===== src/rtl/spi_flash_arbiter_pkg.sv =====
// rtl/spi_flash_arbiter_pkg.sv - shared constants and types for the SPI flash arbiter
package spi_flash_arbiter_pkg;

    localparam logic [7:0] SPI_CMD_READ = 8'h03;
    localparam int CMD_BITS     = 8;
    localparam int ADDR_BITS    = 24;
    localparam int IF_DATA_BITS = 16;
    localparam int DR_DATA_BITS = 8;

    typedef enum logic [2:0] {
        ST_IDLE  = 3'd0,
        ST_SETUP = 3'd1,
        ST_CMD   = 3'd2,
        ST_ADDR  = 3'd3,
        ST_DATA  = 3'd4,
        ST_DONE  = 3'd5,
        ST_GAP   = 3'd6
    } state_e;

    typedef enum logic {
        PORT_IF = 1'b0,
        PORT_DR = 1'b1
    } port_e;

    // 24-bit flash address add; any carry out of bit 23 is dropped so the
    // address space wraps back to zero.
    function automatic logic [23:0] add24(input logic [23:0] a, input logic [23:0] b);
        return a + b;
    endfunction

endpackage


===== src/rtl/spi_flash_arbiter_shift_engine.sv =====
// rtl/spi_flash_arbiter_shift_engine.sv - SCLK divider, TX/RX shifters and bit counter
//
// Ports:
//   clk, rst_n   clock, asynchronous active-low reset
//   load         load tx_data and clear divider/bit counter (while not running)
//   tx_data      32-bit command+address word, shifted out MSB first
//   run          advance the bit clock
//   last_bit     index of the final bit of the transaction
//   miso         serial input, sampled on the clk edge where sclk rises
//   sclk, mosi   serial clock and data out
//   bit_end      strobe in the last clk cycle of each bit
//   done         bit_end of the final bit
//   bit_idx      index of the bit currently on the wire
//   rx_data      last 16 bits received, newest in bit 0
module spi_shift_engine #(
    parameter int CLK_DIV = 2
) (
    input  logic        clk,
    input  logic        rst_n,
    input  logic        load,
    input  logic [31:0] tx_data,
    input  logic        run,
    input  logic [5:0]  last_bit,
    input  logic        miso,
    output logic        sclk,
    output logic        mosi,
    output logic        bit_end,
    output logic        done,
    output logic [5:0]  bit_idx,
    output logic [15:0] rx_data
);

    logic [3:0]  div_q,  div_d;
    logic        sclk_q, sclk_d;
    logic [5:0]  bit_q,  bit_d;
    logic [31:0] tx_q,   tx_d;
    logic [15:0] rx_q,   rx_d;
    logic        half_end;

    assign half_end = run && (div_q == 4'(CLK_DIV - 1));
    assign bit_end  = half_end && sclk_q;
    assign done     = bit_end && (bit_q == last_bit);

    always_comb begin
        div_d  = div_q;
        sclk_d = sclk_q;
        bit_d  = bit_q;
        tx_d   = tx_q;
        rx_d   = rx_q;
        if (load) begin
            div_d  = 4'd0;
            sclk_d = 1'b0;
            bit_d  = 6'd0;
            tx_d   = tx_data;
        end else if (run) begin
            if (half_end) begin
                div_d  = 4'd0;
                sclk_d = ~sclk_q;
                if (!sclk_q) begin
                    rx_d = {rx_q[14:0], miso};
                end else begin
                    // Falling edge: next MOSI bit goes out while sclk is low.
                    tx_d  = {tx_q[30:0], 1'b0};
                    bit_d = bit_q + 6'd1;
                end
            end else begin
                div_d = div_q + 4'd1;
            end
        end
    end

    always_ff @(posedge clk or negedge rst_n) begin
        if (!rst_n) begin
            div_q  <= 4'd0;
            sclk_q <= 1'b0;
            bit_q  <= 6'd0;
            tx_q   <= 32'd0;
            rx_q   <= 16'd0;
        end else begin
            div_q  <= div_d;
            sclk_q <= sclk_d;
            bit_q  <= bit_d;
            tx_q   <= tx_d;
            rx_q   <= rx_d;
        end
    end

    assign sclk    = sclk_q;
    assign mosi    = tx_q[31];
    assign bit_idx = bit_q;
    assign rx_data = rx_q;

endmodule


===== src/rtl/spi_flash_arbiter.sv =====
// rtl/spi_flash_arbiter.sv - shares one SPI flash READ link between fetch and data ports
//
// Ports:
//   clk, rst_n                 clock, asynchronous active-low reset
//   ena                        allow new grants
//   if_req/if_addr             fetch request, 16-bit word address
//   if_rdata/if_valid          fetched word and its one-cycle strobe
//   dr_req/dr_addr             data read request, 16-bit byte address
//   dr_rdata/dr_valid          read byte and its one-cycle strobe
//   busy                       grant through end of inter-transaction gap
//   spi_cs/spi_sclk            chip select (active low), mode-0 clock
//   spi_io0_o/spi_io0_oe       MOSI and its drive enable
//   spi_io1_i                  MISO
module spi_flash_arbiter
    import spi_flash_arbiter_pkg::*;
#(
    parameter int          CLK_DIV   = 2,
    parameter logic [23:0] IMEM_BASE = 24'h000000,
    parameter logic [23:0] DMEM_BASE = 24'h010000,
    parameter int          GAP_CYC   = 2
) (
    input  logic        clk,
    input  logic        rst_n,
    input  logic        ena,
    input  logic        if_req,
    input  logic [15:0] if_addr,
    output logic [15:0] if_rdata,
    output logic        if_valid,
    input  logic        dr_req,
    input  logic [15:0] dr_addr,
    output logic [7:0]  dr_rdata,
    output logic        dr_valid,
    output logic        busy,
    output logic        spi_cs,
    output logic        spi_sclk,
    output logic        spi_io0_o,
    output logic        spi_io0_oe,
    input  logic        spi_io1_i
);

    state_e      state_q,    state_d;
    port_e       port_q,     port_d;
    port_e       last_q,     last_d;
    logic [7:0]  gap_q,      gap_d;
    logic [15:0] if_rdata_q, if_rdata_d;
    logic [7:0]  dr_rdata_q, dr_rdata_d;
    logic        if_valid_q, if_valid_d;
    logic        dr_valid_q, dr_valid_d;

    logic        eng_load;
    logic [31:0] eng_tx;
    logic        eng_run;
    logic [5:0]  eng_last_bit;
    logic        eng_mosi;
    logic        eng_bit_end;
    logic        eng_done;
    logic [5:0]  eng_bit_idx;
    logic [15:0] eng_rx;

    logic [23:0] if_flash_addr;
    logic [23:0] dr_flash_addr;
    logic        grant_if;

    assign if_flash_addr = add24(IMEM_BASE, {7'd0, if_addr, 1'b0});
    assign dr_flash_addr = add24(DMEM_BASE, {8'd0, dr_addr});

    // Round-robin tie break: fetch wins unless it was the last port served.
    assign grant_if = if_req && (!dr_req || (last_q == PORT_DR));

    assign eng_run      = (state_q == ST_CMD) || (state_q == ST_ADDR) || (state_q == ST_DATA);
    assign eng_last_bit = (port_q == PORT_IF) ? 6'(CMD_BITS + ADDR_BITS + IF_DATA_BITS - 1)
                                              : 6'(CMD_BITS + ADDR_BITS + DR_DATA_BITS - 1);

    always_comb begin
        state_d    = state_q;
        port_d     = port_q;
        last_d     = last_q;
        gap_d      = gap_q;
        if_rdata_d = if_rdata_q;
        dr_rdata_d = dr_rdata_q;
        if_valid_d = 1'b0;
        dr_valid_d = 1'b0;
        eng_load   = 1'b0;
        eng_tx     = {SPI_CMD_READ, if_flash_addr};
        case (state_q)
            ST_IDLE: begin
                if (ena && (if_req || dr_req)) begin
                    // Address and port are captured here; the engine holds the
                    // whole command word so later input changes are ignored.
                    eng_load = 1'b1;
                    state_d  = ST_SETUP;
                    if (grant_if) begin
                        port_d = PORT_IF;
                        last_d = PORT_IF;
                        eng_tx = {SPI_CMD_READ, if_flash_addr};
                    end else begin
                        port_d = PORT_DR;
                        last_d = PORT_DR;
                        eng_tx = {SPI_CMD_READ, dr_flash_addr};
                    end
                end
            end
            ST_SETUP: state_d = ST_CMD;
            ST_CMD: begin
                if (eng_bit_end && (eng_bit_idx == 6'(CMD_BITS - 1))) begin
                    state_d = ST_ADDR;
                end
            end
            ST_ADDR: begin
                if (eng_bit_end && (eng_bit_idx == 6'(CMD_BITS + ADDR_BITS - 1))) begin
                    state_d = ST_DATA;
                end
            end
            ST_DATA: begin
                if (eng_done) begin
                    state_d = ST_DONE;
                    if (port_q == PORT_IF) begin
                        if_rdata_d = eng_rx;
                        if_valid_d = 1'b1;
                    end else begin
                        dr_rdata_d = eng_rx[7:0];
                        dr_valid_d = 1'b1;
                    end
                end
            end
            ST_DONE: begin
                state_d = ST_GAP;
                gap_d   = 8'd0;
            end
            ST_GAP: begin
                if (gap_q == 8'(GAP_CYC - 1)) begin
                    state_d = ST_IDLE;
                end else begin
                    gap_d = gap_q + 8'd1;
                end
            end
            default: state_d = ST_IDLE;
        endcase
    end

    always_ff @(posedge clk or negedge rst_n) begin
        if (!rst_n) begin
            state_q    <= ST_IDLE;
            port_q     <= PORT_IF;
            last_q     <= PORT_DR;
            gap_q      <= 8'd0;
            if_rdata_q <= 16'd0;
            dr_rdata_q <= 8'd0;
            if_valid_q <= 1'b0;
            dr_valid_q <= 1'b0;
        end else begin
            state_q    <= state_d;
            port_q     <= port_d;
            last_q     <= last_d;
            gap_q      <= gap_d;
            if_rdata_q <= if_rdata_d;
            dr_rdata_q <= dr_rdata_d;
            if_valid_q <= if_valid_d;
            dr_valid_q <= dr_valid_d;
        end
    end

    spi_shift_engine #(
        .CLK_DIV (CLK_DIV)
    ) u_engine (
        .clk      (clk),
        .rst_n    (rst_n),
        .load     (eng_load),
        .tx_data  (eng_tx),
        .run      (eng_run),
        .last_bit (eng_last_bit),
        .miso     (spi_io1_i),
        .sclk     (spi_sclk),
        .mosi     (eng_mosi),
        .bit_end  (eng_bit_end),
        .done     (eng_done),
        .bit_idx  (eng_bit_idx),
        .rx_data  (eng_rx)
    );

    assign spi_cs     = !((state_q == ST_SETUP) || eng_run);
    assign spi_io0_oe = (state_q == ST_SETUP) || (state_q == ST_CMD) || (state_q == ST_ADDR);
    assign spi_io0_o  = spi_io0_oe && eng_mosi;
    assign busy       = (state_q != ST_IDLE);
    assign if_rdata   = if_rdata_q;
    assign dr_rdata   = dr_rdata_q;
    assign if_valid   = if_valid_q;
    assign dr_valid   = dr_valid_q;

endmodule


===== config.mk =====
export PLATFORM = sky130hd
export DESIGN_NAME = spi_flash_arbiter
export DESIGN_NICKNAME = d
export VERILOG_FILES = /design/src/rtl/spi_flash_arbiter_pkg.sv /design/src/rtl/spi_flash_arbiter_shift_engine.sv /design/src/rtl/spi_flash_arbiter.sv
export SDC_FILE = /design/constraint.sdc
export NUM_CORES = 1
export LEC_CHECK = 0
export CORE_MARGIN = 2
export CORE_UTILIZATION = 30
export DETAILED_ROUTE_END_ITERATION = 8
export GPL_TIMING_DRIVEN = 1
export PLACE_DENSITY = 0.57
export SLEW_MARGIN = 20
export SYNTH_ARGS = -nofsm -noshare
export SYNTH_HDL_FRONTEND = slang
export SYNTH_SLANG_ARGS = --single-unit

===== constraint.sdc =====
create_clock -name clk -period 3.1 [get_ports clk]
set_input_delay 0.62 -clock clk [delete_from_list [all_inputs] [get_ports clk]]
set_output_delay 0.62 -clock clk [all_outputs]
set_load 0.03 [all_outputs]

# == Word level (Yosys, flattened, before mapping) ==
# Index checks and enable logic that the tools add are counted.
# word_totals
wordCells,103
ff_bits,98
output_inout_bits,31
# op_classes
bitwise_logic,3
eq_ne,17
mux,35
add_sub_neg,4
n_reduce_logical,31
# op_table
operator,n
32-bit 2-to-1 mux,4
18-bit 2-to-1 mux,3
6-bit 2-to-1 mux,4
3-bit one-hot mux with 7 select lines,1
"17-bit by 16-bit adder with 18-bit output, first input constant",1
4-bit 2-to-1 mux,4
8-bit one-hot mux with 2 select lines,1
3-bit 2-to-1 mux,5
1-bit 2-to-1 mux,12
"2-bit inequality test, second input constant",6
"3-bit equality test, second input constant",3
3-bit AND reduction,3
"8-bit by 1-bit adder with 8-bit output, second input constant",1
"8-bit by 1-bit equality test with 1-bit output, second input constant",1
1-bit logical AND,8
8-bit 2-to-1 mux,1
2-bit nonzero test,4
1-bit logical OR,7
"6-bit by 1-bit adder with 6-bit output, second input constant",1
"3-bit by 2-bit equality test with 1-bit output, second input constant",2
"6-bit by 3-bit equality test with 1-bit output, second input constant",1
"6-bit by 5-bit equality test with 1-bit output, second input constant",1
6-bit equality test,1
2-bit AND reduction,3
9 further kinds,12

# == Depth between registers and ports, before layout ==
# Gate-level depths: netlist of the first run.
# depth
ltp_word,8
ltp_mapped,8
mapped_depth_nobuf,6

# == Hierarchy ==
# From an unflattened synthesis of the first run, not the netlist that was laid out.
# hier_totals
cells_unflattened,445
area_unflattened_um2,4879.7
# by_module_without_submodules
mod,n_inst,area_each_um2,cells_per_inst,seq_area_each_um2
spi_shift_engine,1,2895.3,282,1476.4
spi_flash_arbiter,1,1984.4,163,977.2

# == Least setup slack after synthesis of the first run ==
# Ideal clock, no wire load.
# synth_path
path_kind,reg-to-reg
startpoint,register state_q[0]
endpoint,"register if_rdata_q[10], in the netlist if_rdata[10]"
slack_ns,0.832
path_buffers,2
path_stages_with_launch,7
arrival_ns,2.143
required_ns,2.975
path_cell_list,dfrtp_1 or3b_1 clkbuf_1 or3_4 nor3b_4 buf_8 mux2_4
# synth_between
elab_chain_len,7
# synth_lines
element,line,text
from (decl),spi_flash_arbiter.sv:41,"state_e state_q, state_d;"
from (signal assigned),spi_flash_arbiter.sv:152,state_q <= state_d;
3-bit by 2-bit equality test with 1-bit output,spi_flash_arbiter.sv:70,assign eng_run = (state_q == ST_CMD) || (state_q == ST_ADDR) || (state_q == ST_DATA);
1-bit logical OR (2 in series),spi_flash_arbiter.sv:70,
1-bit logical AND,spi_flash_arbiter_shift_engine.sv:40,assign half_end = run && (div_q == 4'(CLK_DIV - 1));
1-bit logical AND,spi_flash_arbiter_shift_engine.sv:41,assign bit_end = half_end && sclk_q;
1-bit logical AND,spi_flash_arbiter_shift_engine.sv:42,assign done = bit_end && (bit_q == last_bit);
3-bit AND reduction (no source line) *,--,
to (signal assigned),spi_flash_arbiter.sv:156,if_rdata_q <= if_rdata_d;
to (decl),spi_flash_arbiter.sv:45,"logic [15:0] if_rdata_q, if_rdata_d;"
# Every way passes the cells marked *; elsewhere a longest branch is shown, timed or not.
# A chain may end at the register's enable or synchronous reset.

# == Final worst setup path of the first run ==
# layout_path
startpoint,register state_q[2]
endpoint,output spi_cs
# layout_between
elab_chain_len,5
# layout_lines
element,line,text
3-bit by 2-bit equality test with 1-bit output,spi_flash_arbiter.sv:70,
1-bit logical OR (2 in series),spi_flash_arbiter.sv:70,
1-bit logical OR *,spi_flash_arbiter.sv:181,assign spi_cs = !((state_q == ST_SETUP) || eng_run);
1-bit logical NOT *,spi_flash_arbiter.sv:181,
to (decl),spi_flash_arbiter.sv:34,"output logic spi_cs,"
# Marks and branches as above.

==> reports/results.ini, run 1 <==
[run_status]
status=finished, final reports clean

[die]
core_um2=14600
die_w_um=127
die_area_um2=16000
initial_utilization_pct=30.9
num_rows=44
die_h_um=127
io_pins=69

[synth]
yosysWarnings=0
synth_ff_type=dfrtp_1
ys_seq_area_share_pct=54.4
syn-mean-instance-area_um2=11.8
syn_nets=426
syn_inst=383
synth-async-reset-ratio_pct=100
yosys.area.top_type=dfrtp_1
synth_top_cell_area_share_pct=53.9
ys_seq_elements=98
synth_edf_count=0
synth_cell_types=48
synth.top_cells.by_area=dfrtp_1, mux2_2, mux2_4
synthesis.area_um2=4510

[sta]
fin_worst_skew_ps=9.19
rsz0062_at_grt=false
worstMarginPinSlew_ps=653
final_hold_viol_count=0
max-slew-margin-rel_pct=56.2
final-max-slew-violation-count=0
fin_crit_sh_pct=88.6
finalSetupTns_ps=0
setup_viol=0
fmax_mhz=364
setup_ws_ps=353
period_needed_ps=2750

[pwr]
p_int_mw=2.75
peakVddDrop_v=0.000355
power_frac_clock_pct=30.5
switching_share_pct=29.3
p_switching_mw=1.14
leakage_nw=2.52
pwr-share-comb_pct=22.9
power_density_nw_per_um2=679
seq_power_share_pct=46.7

[clocking]
ctsResizeCount=0
cts_setup_buffers=0
htreeDepth=3
clock-sinks=98
clock_latency_ps=340
clkTransAtPathRegs_ps=70
clockBufferDepth=2
cts_tree=built
clock-root-buffer=clkbuf_16
numCtsBuffers=9
hold_buffers=0

[route]
drtPass1Iterations=4
route.detailed.drc=0
drtIter0Drc=121
avgRoutedWirePerCell_um=14.2
via_count=3178
wl_um=9040
drtAntennaViolNets=0
viasPerCell=4.99

[placed_design]
post-place-ws_ps=645
gp_congestion=0.769
portBuffers=68
place_area_um2=5410
dp_hpwl_um=6310

[setup_path]
crit_buf_inv=2
path_cells=nor3_1 -> inv_1 -> nand2_1 -> clkdlybuf4s50_1
cp.depth=4
critPathKind=reg2out
cp-end-kind=output pin
crit_arrival_ps=2130
start_kind=flop
slowest_delay_ps=660
critPathRequiredTime_ps=2480
crit_slowest_cell=clkdlybuf4s50_1
cp_top_family=buffers and inverters
reg2regPathDepth=5
crit_fanout=14

[worst_hold_path]
min_path_type=in2async

[final_layout]
area_growth_pct=27.0
layout_commonest_cell=dfrtp_1
final_cell_mix=dfrtp_1, clkdlybuf4s50_1, mux2_2, nor2_1, nand3_1
nets=491
layout-drive-gt1-share_pct=16.3
antenna_cells=0
postLayoutCellArea_um2=5730

[global_route]
grt_pass1_vias=3142
grt_pass1_wl_um=15500
grt_max_degree=51
grt_overflow=0
grtUsageTotal_pct=11.7
antenna_found_initial=0

[job]
drv_cap=0

-- cell type report --
cell class	instances	area, um^2
inverters	5	18.8
fillers	1377	8860
clock buffers	11	243
repair buffers	80	781
multi-input cells	254	1920
well taps	184	230
flip-flops and latches	98	2450
clock inverters	5	77.6
-- through the flow --
stage / cells / util, % / total power, mW / hold WS [ps]
3_3_place_gp: 621 / 37.0 / 2.70 / 471
5_1_grt: 637 / 39.2 / 4.14 / 361
2_1_floorplan: 383 / - / 2.42 / 324
4_1_cts: 637 / 39.2 / 3.93 / 334
6_report: 637 / 39.2 / 3.89 / 311
3_5_place_dp: 621 / 37.0 / 2.74 / 480
-- synth_stat cells (5+ instances only) --
cell type  count
nand2_1       16
a22o_1        14
nor3_1         6
xnor2_1        8
inv_1          5
dfrtp_1       97
a211oi_1      17
mux2_2        31
and3b_1       14
mux2_4         9
mux2i_1        7
nand3_1       22
clkbuf_1      21
o21ai_0        6
ha_1           5
nor2_1        29
o31ai_1       18
a21oi_1       11
-- registers in the layout (all words and copies together), names as in the netlist --
signal / cells
u_engine.tx_q: 32
u_engine.bit_idx: 6
state_q: 3
u_engine.sclk: 1
dr_rdata: 8
gap_q: 8
port_q: 1
if_valid: 1
last_q: 1
u_engine.div_q: 4
dr_valid: 1
if_rdata: 16
u_engine.rx_data: 16
-- cell families (layout without fill, tap and decap cells) --
| logic type | Yosys count | count (layout) | synth area share, % |
|---|---|---|---|
| AO/OA/AOI/OAI | 76 | 76 | 12.3 |
| multiplexers | 47 | 47 | 12.3 |
| XOR/XNOR | 10 | 10 | 1.94 |
| adder cells (fa/ha/maj) | 5 | 5 | 1.39 |
| buffers and inverters | 31 | 101 | 2.91 |
| AND/OR/NAND/NOR | 116 | 116 | 14.7 |
| flip-flops | 98 | 98 | 54.4 |
-- metal layers --
metal  track usage [%]  vias to the layer above  routed length (um)
met4              4.78                        0                 142
met5                 0                        -                   0
met2              17.5                       87                3970
met3              2.70                       12                 444
li1                  -                     1528                   -
met1              16.5                     1551                4490
-- final timing paths --
check | startpoint | end | slack [ps]
setup / recovery | state_q[2]$_DFFE_PN0P_ | spi_cs | 350
hold / removal | rst_n | if_rdata[11]$_DFFE_PN0P_ | 310
setup reg to reg | state_q[2]$_DFFE_PN0P_ | if_rdata[5]$_DFFE_PN0P_ | 640
hold reg to reg | u_engine.tx_q[25]$_DFFE_PN0P_ | u_engine.tx_q[25]$_DFFE_PN0P_ | 490
max in group asynchronous | rst_n | last_q$_DFFE_PN1P_ | 2070
min in group clk | u_engine.tx_q[25]$_DFFE_PN0P_ | u_engine.tx_q[25]$_DFFE_PN0P_ | 490
-- worst reg2reg max path, delay by kind of cell, from the launching register on --
family	cells	cell delay [ps]
flip-flops	1	560
multiplexers	1	380
buffers and inverters	1	320
AND/OR/NAND/NOR	3	1080
-- power groups by stage --
stage               registers (mW)  logic (mW)  clock network (mW)
global route                  1.86        1.00                1.28
finish                        1.81       0.889                1.18
floorplan                     1.75       0.668                   0
detailed placement            1.83       0.905                   0
CTS                           1.81       0.902                1.21
global placement              1.83       0.874                   0
(Power assumes the default switching activity.)
==> run 2: changes to the inputs <==
ABC_CLOCK_PERIOD_IN_PS = 3100   (was default)
==> results of run 2 <==
Same layout as run 1: the final DEF is identical, and so are final timing and power.
